==> src/rtl/mem_req_arbiter_pkg.sv <==
// Shared definitions for the memory request arbiter: command layout,
// requester IDs and the instruction-fetch command builder.
package mem_req_arbiter_pkg;

  localparam int MEM_CMD_SIZE = 71;
  localparam int CMD_WR       = 70;
  localparam int CMD_SIZE     = 68;  // [69:68]
  localparam int CMD_WSTRB    = 64;  // [67:64]
  localparam int CMD_ADDR     = 32;  // [63:32]
  localparam int CMD_WDATA    = 0;   // [31:0]

  localparam logic REQ_ID_INST = 1'b0;
  localparam logic REQ_ID_DATA = 1'b1;

  typedef logic [MEM_CMD_SIZE-1:0] mem_cmd_t;

  // Instruction fetches are always word reads with no write data.
  function automatic mem_cmd_t inst_cmd(input logic [31:0] addr);
    return {1'b0, 2'b10, 4'b0000, addr, 32'b0};
  endfunction

endpackage

==> src/rtl/mem_req_arbiter_order_fifo.sv <==
// order_fifo: small synchronous FIFO with async active-low reset.
// A push is taken when not full, or when full and popping the same cycle.
module order_fifo #(
  parameter int WIDTH = 1,
  parameter int DEPTH = 4,
  parameter int PW    = $clog2(DEPTH)
) (
  input  logic             clk,
  input  logic             rst_n,
  input  logic             push_i,
  input  logic [WIDTH-1:0] din_i,
  input  logic             pop_i,
  output logic [WIDTH-1:0] dout_o,
  output logic             full_o,
  output logic             empty_o
);

  logic [DEPTH-1:0][WIDTH-1:0] mem_q;
  logic [PW-1:0]               head_q, head_d, tail_q, tail_d;
  logic [PW:0]                 cnt_q, cnt_d;
  logic                        do_push, do_pop;

  assign full_o  = (cnt_q == (PW+1)'(DEPTH));
  assign empty_o = (cnt_q == '0);
  assign dout_o  = mem_q[head_q];
  assign do_pop  = pop_i && !empty_o;
  assign do_push = push_i && (!full_o || do_pop);

  // Next pointer/count; pointers wrap naturally since DEPTH is a power of 2.
  always_comb begin
    head_d = do_pop  ? head_q + PW'(1) : head_q;
    tail_d = do_push ? tail_q + PW'(1) : tail_q;
    cnt_d  = cnt_q;
    case ({do_push, do_pop})
      2'b10:   cnt_d = cnt_q + (PW+1)'(1);
      2'b01:   cnt_d = cnt_q - (PW+1)'(1);
      default: cnt_d = cnt_q;
    endcase
  end

  // Pointer and occupancy state.
  always_ff @(posedge clk or negedge rst_n) begin
    if (!rst_n) begin
      head_q <= '0;
      tail_q <= '0;
      cnt_q  <= '0;
    end else begin
      head_q <= head_d;
      tail_q <= tail_d;
      cnt_q  <= cnt_d;
    end
  end

  // Storage; entries are only read while occupied, so no reset needed.
  always_ff @(posedge clk) begin
    if (do_push) mem_q[tail_q] <= din_i;
  end

endmodule

==> src/rtl/mem_req_arbiter.sv <==
// mem_req_arbiter: shares one SRAM-like port between the IF and EX/ME
// requesters. Address phases are arbitrated combinationally, a stalled grant
// is locked until accepted, and an order FIFO routes in-order responses back.
// Optional: ARB_ROUND_ROBIN_EN alternates the winner on collisions instead of
// fixed data priority.
module mem_req_arbiter
  import mem_req_arbiter_pkg::*;
#(
  parameter int MAX_OUTST = 4,
  parameter int OID_W     = $clog2(MAX_OUTST)
) (
  input  logic                    clk,
  input  logic                    resetn,
  input  logic                    inst_req,
  input  logic [31:0]             inst_addr,
  output logic                    inst_addr_ok,
  output logic                    inst_data_ok,
  output logic [31:0]             inst_rdata,
  input  logic                    data_req,
  input  logic [MEM_CMD_SIZE-1:0] data_cmd,
  output logic                    data_addr_ok,
  output logic                    data_data_ok,
  output logic [31:0]             data_rdata,
  output logic                    mem_req,
  output logic [MEM_CMD_SIZE-1:0] mem_cmd,
  input  logic                    mem_addr_ok,
  input  logic                    mem_data_ok,
  input  logic [31:0]             mem_rdata
);

  logic lock_vld_q, lock_vld_d, lock_id_q, lock_id_d;
  logic win_id, win_req, accept;
  logic fifo_full, fifo_empty, head_id;

`ifdef ARB_ROUND_ROBIN_EN
  logic last_grant_q, last_grant_d;
`endif

  // Winner selection: a held lock wins, otherwise collision policy applies.
  always_comb begin
    win_id = REQ_ID_INST;
    if (lock_vld_q)
      win_id = lock_id_q;
    else if (data_req && inst_req)
`ifdef ARB_ROUND_ROBIN_EN
      win_id = (last_grant_q == REQ_ID_DATA) ? REQ_ID_INST : REQ_ID_DATA;
`else
      win_id = REQ_ID_DATA;
`endif
    else if (data_req)
      win_id = REQ_ID_DATA;
  end

  assign win_req      = (win_id == REQ_ID_DATA) ? data_req : inst_req;
  assign mem_req      = win_req && !fifo_full;
  assign mem_cmd      = (win_id == REQ_ID_DATA) ? data_cmd : inst_cmd(inst_addr);
  assign accept       = mem_req && mem_addr_ok;
  assign inst_addr_ok = accept && (win_id == REQ_ID_INST);
  assign data_addr_ok = accept && (win_id == REQ_ID_DATA);

  // Lock next-state: set while a presented request stalls, clear on accept;
  // held untouched while mem_req is gated off by a full FIFO.
  always_comb begin
    lock_vld_d = lock_vld_q;
    lock_id_d  = lock_id_q;
    if (mem_req) begin
      lock_vld_d = !mem_addr_ok;
      lock_id_d  = win_id;
    end
  end

  // Lock registers.
  always_ff @(posedge clk or negedge resetn) begin
    if (!resetn) begin
      lock_vld_q <= 1'b0;
      lock_id_q  <= REQ_ID_INST;
    end else begin
      lock_vld_q <= lock_vld_d;
      lock_id_q  <= lock_id_d;
    end
  end

`ifdef ARB_ROUND_ROBIN_EN
  assign last_grant_d = accept ? win_id : last_grant_q;

  // Remember who was granted last so collisions alternate.
  always_ff @(posedge clk or negedge resetn) begin
    if (!resetn) last_grant_q <= REQ_ID_INST;
    else         last_grant_q <= last_grant_d;
  end
`endif

  order_fifo #(.WIDTH(1), .DEPTH(MAX_OUTST), .PW(OID_W)) u_order_fifo (
    .clk     (clk),
    .rst_n   (resetn),
    .push_i  (accept),
    .din_i   (win_id),
    .pop_i   (mem_data_ok),
    .dout_o  (head_id),
    .full_o  (fifo_full),
    .empty_o (fifo_empty)
  );

  assign inst_data_ok = mem_data_ok && !fifo_empty && (head_id == REQ_ID_INST);
  assign data_data_ok = mem_data_ok && !fifo_empty && (head_id == REQ_ID_DATA);
  assign inst_rdata   = mem_rdata;
  assign data_rdata   = mem_rdata;

`ifndef SYNTHESIS
  // A response with nothing outstanding points at a downstream protocol bug.
  always_ff @(posedge clk) begin
    if (resetn)
      assert (!(mem_data_ok && fifo_empty))
        else $warning("mem_req_arbiter: mem_data_ok with no outstanding request");
  end
`endif

endmodule
==> config.mk <==
export PLATFORM = sky130hd
export DESIGN_NAME = mem_req_arbiter
export DESIGN_NICKNAME = d
export VERILOG_FILES = /design/src/rtl/mem_req_arbiter_pkg.sv /design/src/rtl/mem_req_arbiter_order_fifo.sv /design/src/rtl/mem_req_arbiter.sv
export SDC_FILE = /design/constraint.sdc
export NUM_CORES = 1
export LEC_CHECK = 0
export BUFFER_PORTS_ARGS = -buffer_cell sky130_fd_sc_hd__buf_4
export CORE_AREA = 2 2 108 110
export CTS_CLUSTER_DIAMETER = 30
export DETAILED_ROUTE_END_ITERATION = 16
export DIE_AREA = 0 0 110 112
export REMOVE_ABC_BUFFERS = 1
export SLEW_MARGIN = 10
export SYNTH_ARGS = -nofsm -noshare
export SYNTH_HDL_FRONTEND = slang
export SYNTH_SLANG_ARGS = --single-unit
==> constraint.sdc <==
create_clock -name clk -period 5.15 [get_ports clk]
set_input_delay 0.7725 -clock clk [delete_from_list [all_inputs] [get_ports clk]]
set_output_delay 0.7725 -clock clk [all_outputs]
set_load 0.01 [all_outputs]
==> results of run 1 <==
==> worst reg2reg max path, delay by kind of cell, from the launching register on <==
kind | cells | cell delay (ns)
flops | 1 | 0.42
simple gates | 1 | 0.11
compound gates | 1 | 0.33
xor+xnor | 2 | 0.30
buf+inv | 4 | 1.04
fa+ha+maj | 2 | 0.61
mux | 1 | 0.24
==> final timing paths <==
| kind | startpoint | endpoint | slack (ns) | cells past startpoint |
|---|---|---|---|---|
| max in group asynchronous | resetn | u_order_fifo.cnt_q[2] | 4.67 | 1 |
| max reg2reg | lock_vld_q | u_order_fifo.cnt_q[2] | 2.02 | 11 |
| max | data_req | u_order_fifo.cnt_q[2] | 1.89 | 12 |
| min | resetn | u_order_fifo.cnt_q[0] | 0.35 | 1 |
| min reg2reg | u_order_fifo.head_q[1] | u_order_fifo.head_q[1] | 0.47 | 1 |
| min in group clk | u_order_fifo.head_q[1] | u_order_fifo.head_q[1] | 0.47 | 1 |
==> kinds of logic after synthesis <==
| kind of cell | synth area share |
|---|---|
| AO/OA/AOI/OAI | 0.02719 |
| buffers and inverters | 0.3057 |
| XOR/XNOR | 0.02785 |
| multiplexers | 0.04310 |
| adder cells (fa/ha/maj) | 0.04377 |
| AND/OR/NAND/NOR | 0.3694 |
| flip-flops | 0.1830 |
==> power by group <==
part | leakage, nW | total (mW) | switching, mW | internal, mW
Sequential | 0.140 | 0.199 | 0.0422 | 0.157
Clock | 0.0382 | 0.147 | 0.0426 | 0.104
Combinational | 1.49 | 0.977 | 0.486 | 0.491
==> routing by layer <==
layer,GRT usage,wire [um],vias to the layer above
li1,-,-,1000
met3,0.1306,1629,12
met5,0.05042,83,-
met1,0.1495,3159,845
met4,0.01772,60,4
met2,0.1693,3370,176
==> area by class of cell <==
cell class | instances | area (um2) | area share
clock buffer | 4 | 78.83 | 0.02623
inverter | 11 | 41.29 | 0.01374
multi-input combinational | 177 | 964.7 | 0.3210
sequential | 13 | 345.3 | 0.1149
tap | 143 | 178.9 | 0.05953
timing repair buffer | 186 | 1396 | 0.4646
==> placed cells by master (no fill, tap or decap), types with 2 or more instances in the layout <==
cell | Yosys | routed
sky130_fd_sc_hd__buf_4 | 64 | 186
sky130_fd_sc_hd__nand2_1 | 100 | 100
sky130_fd_sc_hd__and2_1 | 39 | 39
sky130_fd_sc_hd__nor2_1 | 12 | 12
sky130_fd_sc_hd__inv_1 | 10 | 10
sky130_fd_sc_hd__dfrtp_1 | 9 | 9
sky130_fd_sc_hd__ha_1 | 5 | 5
sky130_fd_sc_hd__xnor2_1 | 4 | 4
sky130_fd_sc_hd__edfxtp_1 | 4 | 4
sky130_fd_sc_hd__clkbuf_16 | 0 | 3
sky130_fd_sc_hd__nand3_1 | 2 | 2
sky130_fd_sc_hd__xor2_1 | 2 | 2
==> flip-flops by register name, summed over array words and instances (netlist names) <==
register / flops
u_order_fifo.cnt_q: 3
u_order_fifo.tail_q: 2
u_order_fifo.mem_q: 4
lock_vld_q: 1
u_order_fifo.head_q: 2
lock_id_q: 1
==> stage by stage <==
| step | util | power, mW | cell area [um2] |
|---|---|---|---|
| floorplan | - | 0.7049 | 1351 |
| global placement | 0.2619 | 1.172 | 2927 |
| detailed placement | 0.2619 | 1.194 | 2927 |
| CTS | 0.2690 | 1.346 | 3005 |
| global route | 0.2690 | 1.444 | 3005 |
| finish | 0.2690 | 1.323 | 3005 |
==> summary.md, run 1 <==
| Metric | Value |
|---|---|
| Number of global-route vias before repair | 2024 |
| Final wirelength | 8303 um |
| DRC viols | 0 |
| Yosys cell types | 28 |
| Number of vias per cell | 3.815 |
| Total number of yosys warnings | 0 |
| Number of buffers inserted by post-CTS setup repair | 0 |
| Number of endpoints failing setup at the final stage | 0 |
| Number of buffers and inverters on the critical path | 5 |
| Count of final max-slew check failures | 0 |
| # clock sinks | 13 |
| Instance count after placement with tap cells included | 530 |
| Count of pins on the block boundary | 281 |
| Arrival time of the worst setup path | 3.42 ns |
| Number of nets in the finished design | 539 |
| Die ar. | 12320 um2 |
| Max-Slew Margin vs Limit | 0.7110 |
| Largest buffer count on any clock path | 2 |
| Sum of overflow across all layers after global routing | 0 |
| Top flip-flop cell by instance count after synthesis | sky130_fd_sc_hd__dfrtp_1 |
| Die extent in x | 110 um |
| Classification of the worst-slack hold path | in -> async |
| Result of the run | complete, no violations |
| Filler cell count | 1209 |
| Critical path peak fanout | 52 |
| #FFs+latches synth | 13 |
| Total negative slack for setup checks | 0 ns |
| Overall die height | 112 um |
| Post-route worst setup slack | 1.893 ns |
| Worst slack after detailed placement | 1.622 ns |
| Worst slack on hold paths | 0.3458 ns |
| Syn Area/Cell | 6.812 um2 |
| Startpoint types | input pin |
| Top cells by area, synth | sky130_fd_sc_hd__buf_4 (25%), sky130_fd_sc_hd__nand2_1 (20%), sky130_fd_sc_hd__and2_1 (13%) |
| PwrDens | 440.4 nW/um2 |
| Cell types with the highest counts after synthesis | sky130_fd_sc_hd__nand2_1 (100), sky130_fd_sc_hd__buf_4 (64), sky130_fd_sc_hd__and2_1 (39) |
| Finished Layout Cells | 534 |
| Sequential share of the synthesized area | 0.1830 |
| Row count | 39 |
| Initial core utilization | 0.1689 |
| Async S/R FF share, synth | 0.6923 |
| Global-route total usage across every layer | 0.1300 |
| PortBufs | 184 |
| Largest clock skew in the final design | 0.0008868 ns |
| Drt first pass iters | 4 |
| Leakage | 1.668 nW |
| ANT nets after route | 0 |
| Area Overhead vs Synth | 59.28% |
| Ordered list of cells on the worst path | buf_4 -> mux2i_4 -> buf_4 -> inv_2 -> buf_4 -> o2111ai_4 -> ha_1 -> inv_1 -> fa_1 -> xor2_1 -> nor2_1 -> xor2_1 |
| Top cell family by delay on the critical path | buffers and inverters |
| Maximum achievable frequency | 307.1 MHz |
| Root Buffer Master | sky130_fd_sc_hd__clkbuf_16 |
| Post-synthesis cell area | 1887 um2 |
| Core Box Area | 11170 um2 |
| Iter 0 DRT Violations | 86 |
| Required time at the worst-slack endpoint | 5.32 ns |
| Wirelength per Cell | 15.55 um |
| First-pass GRT wire length | 11690 um |
| Most Frequent Cell on Critical Path | sky130_fd_sc_hd__buf_4 |
| RSZ-0062 raised after global routing | false |
| Count of instances resized after the clock tree is built | 0 |
| Count of flip-flops with a built-in enable after synthesis | 4 |
| Pin count of the biggest net entering global routing | 53 |
| Measured slew at the worst slew-check pin | 0.4298 ns |
| Number of max-cap violations | 0 |
| Number of antenna violations at the first check in global routing | 0 |
| Hold buffer count at CTS | 0 |
| Share of post-route cells with drive strength above 1 | 0.4987 |
| Fraction of post-synthesis cell area in the top cell type by area | 0.2546 |
| Total via count in the routed design | 2037 |
| Standard cell with the maximum stage delay on the critical path | sky130_fd_sc_hd__fa_1 |
| Share of the clock period used by the worst path after layout | 0.6323 |
| Clock tree from TritonCTS | done |
| Source-to-sink clock delay at the later pin of the worst-skew pair | 0.24 ns |
| HPWL after detailed placement | 7064 um |
| Synthesized netlist cell count | 277 |
| Worst Path Class, Setup | in -> reg |
| Routability Congestion | 0.8068 |
| Crit-path max cell delay | 0.37 ns |
| Inserted Clock Buffers | 3 |
| Worst-path clk slew | 0.04 ns |
| Cell type with the largest total area after synthesis | sky130_fd_sc_hd__buf_4 |
| Worst-case vdd ir drop | 0.2569 mV |
| CTS H-Tree Depth | 1 |
| Top-count cell post-synth | sky130_fd_sc_hd__nand2_1 |
| CP Capture Type | register |
| Hold Violations, Final | 0 |
| Final antenna diode count | 0 |
| Fin crit period | 3.257 ns |
No activity file was read; power rests on OpenSTA's default activity.
==> inputs of run 2 (changes only) <==
--- a/config.mk
+++ b/config.mk
@@ -6,10 +6,10 @@
 export NUM_CORES = 1
 export LEC_CHECK = 0
 export BUFFER_PORTS_ARGS = -buffer_cell sky130_fd_sc_hd__buf_4
-export CORE_AREA = 2 2 108 110
+export CORE_AREA = 2 2 110 112
 export CTS_CLUSTER_DIAMETER = 30
 export DETAILED_ROUTE_END_ITERATION = 16
-export DIE_AREA = 0 0 110 112
+export DIE_AREA = 0 0 112 114
 export REMOVE_ABC_BUFFERS = 1
 export SLEW_MARGIN = 10
 export SYNTH_ARGS = -nofsm -noshare
==> constraint.sdc (replaced) <==
create_clock -name clk -period 3.4 [get_ports clk]
set_input_delay 0.51 -clock clk [delete_from_list [all_inputs] [get_ports clk]]
set_output_delay 0.51 -clock clk [all_outputs]
set_load 0.01 [all_outputs]
==> summary.md, run 2 (synthesis gave the netlist of run 1 again) <==
| Metric | Value |
|---|---|
| Leakage | 1.671 nW |
| Number of global-route vias before repair | 1999 |
| Core Box Area | 11710 um2 |
| Crit-path max cell delay | 0.50 ns |
| Count of instances resized after the clock tree is built | 0 |
| Die extent in x | 112 um |
| Die ar. | 12770 um2 |
| Overall die height | 114 um |
| Clock tree from TritonCTS | done |
| Worst Path Class, Setup | reg -> out |
| Number of endpoints failing setup at the final stage | 0 |
| Final antenna diode count | 0 |
| Global-route total usage across every layer | 0.1261 |
| Initial core utilization | 0.1611 |
| Register with the most flip-flops | u_order_fifo.mem_q |
| Fin crit period | 2.386 ns |
| Arrival time of the worst setup path | 1.88 ns |
| Hold buffer count at CTS | 0 |
| Startpoint types | register |
| Sum of overflow across all layers after global routing | 0 |
| Number of max-cap violations | 0 |
| Pin count of the biggest net entering global routing | 77 |
| Result of the run | complete, no violations |
| PwrDens | 673.8 nW/um2 |
| Max-Slew Margin vs Limit | 0.5800 |
| Source-to-sink clock delay at the later pin of the worst-skew pair | 0.24 ns |
| Number of vias per cell | 3.967 |
| Hold Violations, Final | 0 |
| Required time at the worst-slack endpoint | 2.89 ns |
| Number of nets in the finished design | 539 |
| Standard cell with the maximum stage delay on the critical path | sky130_fd_sc_hd__buf_4 |
| Wirelength per Cell | 16.36 um |
| Count of final max-slew check failures | 0 |
| Commonest non-fill, non-tap cell in the layout | sky130_fd_sc_hd__buf_4 |
| Worst slack after detailed placement | 1.109 ns |
| PortBufs | 184 |
| Total via count in the routed design | 2134 |
| Final wirelength | 8804 um |
| Overall power | 2.029 mW |
| First-pass GRT wire length | 12100 um |
| Classification of the worst-slack hold path | in -> async |
| Number of antenna violations at the first check in global routing | 0 |
| ANT nets after route | 0 |
| Root Buffer Master | sky130_fd_sc_hd__clkbuf_16 |
| Row count | 40 |
| Post-route worst setup slack | 1.014 ns |
| Number of buffers and inverters on the critical path | 3 |
| Count of pins on the block boundary | 281 |
| Commonest cells after routing, fill and taps aside | sky130_fd_sc_hd__buf_4 (186), sky130_fd_sc_hd__nand2_1 (100), sky130_fd_sc_hd__and2_1 (39) |
| Inserted Clock Buffers | 3 |
| Flip-flop count of the largest register after layout | 4 |
| Measured slew at the worst slew-check pin | 0.6300 ns |
| Largest clock skew in the final design | 0.002120 ns |
| Critical path peak fanout | 76 |
| Maximum achievable frequency | 419.1 MHz |
| Most Frequent Cell on Critical Path | sky130_fd_sc_hd__buf_4 |
| HPWL after detailed placement | 7441 um |
| Share of the clock period used by the worst path after layout | 0.7018 |
| Largest regs | u_order_fifo.mem_q: 4 flops, u_order_fifo.cnt_q: 3 flops |
| Ordered list of cells on the worst path | mux2i_4 -> inv_2 -> buf_4 -> and2_1 -> buf_4 |
| CP Capture Type | primary output |
| DRC viols | 0 |
| Worst-path clk slew | 0.05 ns |
| Top cell family by delay on the critical path | buffers and inverters |
| CTS H-Tree Depth | 1 |
| RSZ-0062 raised after global routing | false |
| Number of buffers inserted by post-CTS setup repair | 0 |
| Routability Congestion | 0.7447 |
| # clock sinks | 13 |
| Share of post-route cells with drive strength above 1 | 0.5013 |
| Largest buffer count on any clock path | 2 |
| Worst-case vdd ir drop | 0.3272 mV |
| Iter 0 DRT Violations | 75 |
| Area Overhead vs Synth | 59.62% |
| Drt first pass iters | 4 |
| Total negative slack for setup checks | 0 ns |
## run 2: cell count changes in the layout (fill, tap and decap cells not counted)
cell / delta
sky130_fd_sc_hd__clkinv_2: +1
sky130_fd_sc_hd__clkbuf_1: -1
## run 2: area by class of cell
type                    instances  area [um2]
well taps                     147       183.9
inverters                      11       41.29
clock inverters                 1       5.005
multi-input cells             177       964.7
flip-flops and latches         13       345.3
fillers                      1328        8700
repair buffers                186        1396
clock buffers                   3       75.07
## run 2: stage by stage
stage	utilization	instances	cell area [um2]	hold WS (ns)
after detailed placement	0.2503	534	2932	0.3459
after floorplan	-	201	1351	0.2144
final	0.2572	538	3012	0.08204
after CTS	0.2572	538	3012	0.08832
after global placement	0.2503	534	2932	0.3423
after global routing	0.2572	538	3012	0.09678
## run 2: where the power goes
part,internal (mW),switching (mW)
clock network,0.156,0.0670
registers,0.238,0.0653
logic,0.747,0.756
## run 2: final timing paths
| path | to | cells past startpoint | slack, ns | from |
|---|---|---|---|---|
| worst max-delay path | mem_cmd[18] | 5 | 1.01 | lock_vld_q |
| worst min-delay path | u_order_fifo.head_q[1] | 1 | 0.08 | resetn |
| worst max register to register | u_order_fifo.cnt_q[2] | 8 | 1.11 | u_order_fifo.cnt_q[0] |
| worst min register to register | u_order_fifo.head_q[1] | 1 | 0.49 | u_order_fifo.head_q[1] |
| max in group asynchronous | lock_id_q | 1 | 3.18 | resetn |
| min in group clk | u_order_fifo.head_q[1] | 1 | 0.49 | u_order_fifo.head_q[1] |
## run 2: metal layers
metal  track usage  wire [um]  vias up
met4       0.02602         75        2
met2        0.1616       3621      188
met5       0.09020         75        -
met1        0.1496       3382      938
met3        0.1111       1649        8
li1              -          -      998
==> inputs of run 3 (changes only) <==
--- a/config.mk
+++ b/config.mk
@@ -5,6 +5,7 @@
 export SDC_FILE = /design/constraint.sdc
 export NUM_CORES = 1
 export LEC_CHECK = 0
+export ABC_AREA = 1
 export BUFFER_PORTS_ARGS = -buffer_cell sky130_fd_sc_hd__buf_4
 export CORE_AREA = 2 2 110 112
 export CTS_CLUSTER_DIAMETER = 30
==> constraint.sdc (replaced) <==
create_clock -name clk -period 2.5 [get_ports clk]
set_input_delay 0.375 -clock clk [delete_from_list [all_inputs] [get_ports clk]]
set_output_delay 0.375 -clock clk [all_outputs]
set_load 0.01 [all_outputs]
==> summary.md, run 3 <==
| Metric | Value |
|---|---|
| Source-to-sink clock delay at the later pin of the worst-skew pair | 0.25 ns |
| Initial core utilization | 0.1653 |
| Overall power | 2.858 mW |
| Largest clock skew in the final design | 0.004515 ns |
| Number of global-route vias before repair | 2142 |
| Yosys cell types | 24 |
| CTS H-Tree Depth | 1 |
| DRC viols | 0 |
| Number of buffers inserted by post-CTS setup repair | 0 |
| Number of vias per cell | 3.905 |
| Drt first pass iters | 4 |
| Flip-flop count of the largest register after layout | 4 |
| ANT nets after route | 0 |
| Top-count cell post-synth | sky130_fd_sc_hd__nand2_1 |
| Share of the clock period used by the worst path after layout | 0.8375 |
| Number of max-cap violations | 0 |
| Crit-path max cell delay | 0.41 ns |
| # clock sinks | 13 |
| Hold Violations, Final | 0 |
| Number of antenna violations at the first check in global routing | 0 |
| Total via count in the routed design | 2312 |
| Hold-critical path depth | 1 |
| Final wirelength | 8511 um |
| Sequential share of the synthesized area | 0.1784 |
| Register with the most flip-flops | u_order_fifo.mem_q |
| Count of flip-flops with a built-in enable after synthesis | 4 |
| Total number of yosys warnings | 0 |
| Largest regs | u_order_fifo.mem_q: 4 flops, u_order_fifo.cnt_q: 3 flops |
| Largest buffer count on any clock path | 2 |
| Die extent in x | 112 um |
| Cell type with the largest total area after synthesis | sky130_fd_sc_hd__buf_4 |
| Clock tree from TritonCTS | done |
| Core Box Area | 11710 um2 |
| Iter 0 DRT Violations | 92 |
| CP Capture Type | primary output |
| HPWL after detailed placement | 7276 um |
| Uppermost routed layer | met5 |
| Global-route total usage across every layer | 0.1226 |
| Worst hold start | u_order_fifo.cnt_q[0] |
| Share of post-route cells with drive strength above 1 | 0.4472 |
| Async S/R FF share, synth | 0.6923 |
| Leakage | 1.897 nW |
| Top flip-flop cell by instance count after synthesis | sky130_fd_sc_hd__dfrtp_1 |
| Finished Layout Cells | 592 |
| Fin crit period | 2.094 ns |
| Number of nets in the finished design | 593 |
| Commonest non-fill, non-tap cell in the layout | sky130_fd_sc_hd__buf_4 |
| Count of pins on the block boundary | 281 |
| Utilization after layout | 0.2628 |
| Worst-case vdd ir drop | 0.6641 mV |
| Arrival time of the worst setup path | 1.72 ns |
| Post-synthesis cell area | 1936 um2 |
| Standard cell with the maximum stage delay on the critical path | sky130_fd_sc_hd__dfrtp_1 |
| Required time at the worst-slack endpoint | 2.12 ns |
| Final antenna diode count | 0 |
| Ordered list of cells on the worst path | inv_2 -> nand2_2 -> nand2_4 -> inv_4 -> buf_12 -> nand2_1 -> nand2_1 -> buf_4 |
| Classification of the worst-slack hold path | reg -> reg |
| Routed wire length on met3 | 1703 um |
| Root Buffer Master | sky130_fd_sc_hd__clkbuf_16 |
| Row count | 40 |
| Area Overhead vs Synth | 59.02% |
| Sum of overflow across all layers after global routing | 0 |
| Number of endpoints failing setup at the final stage | 0 |
| Syn Area/Cell | 5.901 um2 |
| Routability Congestion | 0.7790 |
| Die ar. | 12770 um2 |
| Inserted Clock Buffers | 3 |
| Met2 wire length | 3560 um |
| Instance count after placement with tap cells included | 587 |
| Result of the run | complete, no violations |
| Top cells by area, synth | sky130_fd_sc_hd__buf_4 (26%), sky130_fd_sc_hd__nand2_1 (21%), sky130_fd_sc_hd__dfrtp_1 (12%) |
| Fraction of post-synthesis cell area in the top cell type by area | 0.2637 |
| Maximum achievable frequency | 477.6 MHz |
| PortBufs | 184 |
| Register-to-Register Path Depth | 9 |
| PwrDens | 928.7 nW/um2 |
| RSZ-0062 raised after global routing | false |
| Synthesized netlist cell count | 328 |
| #FFs+latches synth | 13 |
| Count of final max-slew check failures | 0 |
| Wirelength per Cell | 14.38 um |
| Measured slew at the worst slew-check pin | 0.3187 ns |
| Total negative slack for setup checks | 0 ns |
| Worst setup path startpoint | lock_vld_q |
| Startpoint types | register |
| Most Frequent Cell on Critical Path | sky130_fd_sc_hd__nand2_1 |
| Reg2Reg Launch Point | u_order_fifo.cnt_q[0] |
| Worst-path clk slew | 0.05 ns |
| Critical path peak fanout | 45 |
| Max-Slew Margin vs Limit | 0.7875 |
| Cell types with the highest counts after synthesis | sky130_fd_sc_hd__nand2_1 (106), sky130_fd_sc_hd__buf_4 (68), sky130_fd_sc_hd__inv_1 (53) |
| Pin count of the biggest net entering global routing | 46 |
| Worst Path Class, Setup | reg -> out |
| First-pass GRT wire length | 12140 um |
| Commonest cells after routing, fill and taps aside | sky130_fd_sc_hd__buf_4 (185), sky130_fd_sc_hd__nand2_1 (106), sky130_fd_sc_hd__inv_1 (53) |
| Sum of routed wire segments on met1 | 3054 um |
| Overall die height | 114 um |
-- run 3: cell types whose count changed in the layout (fill, tap and decap cells not counted), sizes merged, moves of 5 or more --
| cell | change |
|---|---|
| and2 | -39 |
| inv | +44 |
| nor2 | +40 |
| o21ai | +5 |
| nand2 | +9 |
-- run 3: through the flow --
stage	instance area, um2	hold WS [ns]	worst slack, ns
2_1_floorplan	1395	0.07941	0.6230
3_3_place_gp	2988	0.2028	0.4759
3_5_place_dp	2988	0.2098	0.4260
4_1_cts	3078	0.4731	0.3518
5_1_grt	3078	0.5033	0.2412
6_report	3078	0.4701	0.4064
-- run 3: final timing paths --
path                                         endpoint  slack [ns]
worst min-delay path            u_order_fifo.cnt_q[0]        0.47
worst max register to register  u_order_fifo.cnt_q[2]        0.43
worst min register to register  u_order_fifo.cnt_q[0]        0.47
worst max-delay path                      mem_cmd[56]        0.41
min in group asynchronous       u_order_fifo.cnt_q[0]        0.49
max in group asynchronous       u_order_fifo.cnt_q[1]        1.86
-- run 3: worst max-delay path: cells and delay by family, from the launching register on --
family | cells | cell delay, ns
buf+inv | 4 | 0.69
flops | 1 | 0.41
simple gates | 4 | 0.33
-- run 3: kinds of logic after synthesis --
group	count (synthesis)	share of synthesized area
AO/OA/AOI/OAI	9	0.02456
XOR/XNOR	3	0.01358
adder cells (fa/ha/maj)	6	0.04266
buffers and inverters	129	0.3872
flip-flops	13	0.1784
AND/OR/NAND/NOR	168	0.3536
-- run 3: final cells by class --
type | instances | area (um2)
fill | 1331 | 8633
timing repair buffer | 187 | 1419
multi-input combinational | 186 | 840.8
sequential | 13 | 345.3
inverter | 55 | 209.0
tap | 147 | 183.9
clock buffer | 3 | 75.07
clock inverter | 1 | 5.005
-- run 3: timing repair --
| item | CTS | global route |
|---|---|---|
| hold endpoints to repair | 9 | 0 |
| hold buffers | 1 | 0 |
| resized for setup | 0 | 0 |
-- run 3: routing by layer --
layer,up-vias,track usage
li1,1111,-
met1,1001,0.1343
met2,184,0.1677
met3,10,0.1196
met4,6,0.01057
met5,-,0.1059
-- run 3: power by group --
group	internal, mW	total [mW]	switching (mW)
Clock	0.213	0.309	0.0959
Combinational	0.982	2.16	1.18
Sequential	0.321	0.389	0.0677
Total	1.52	2.86	1.34
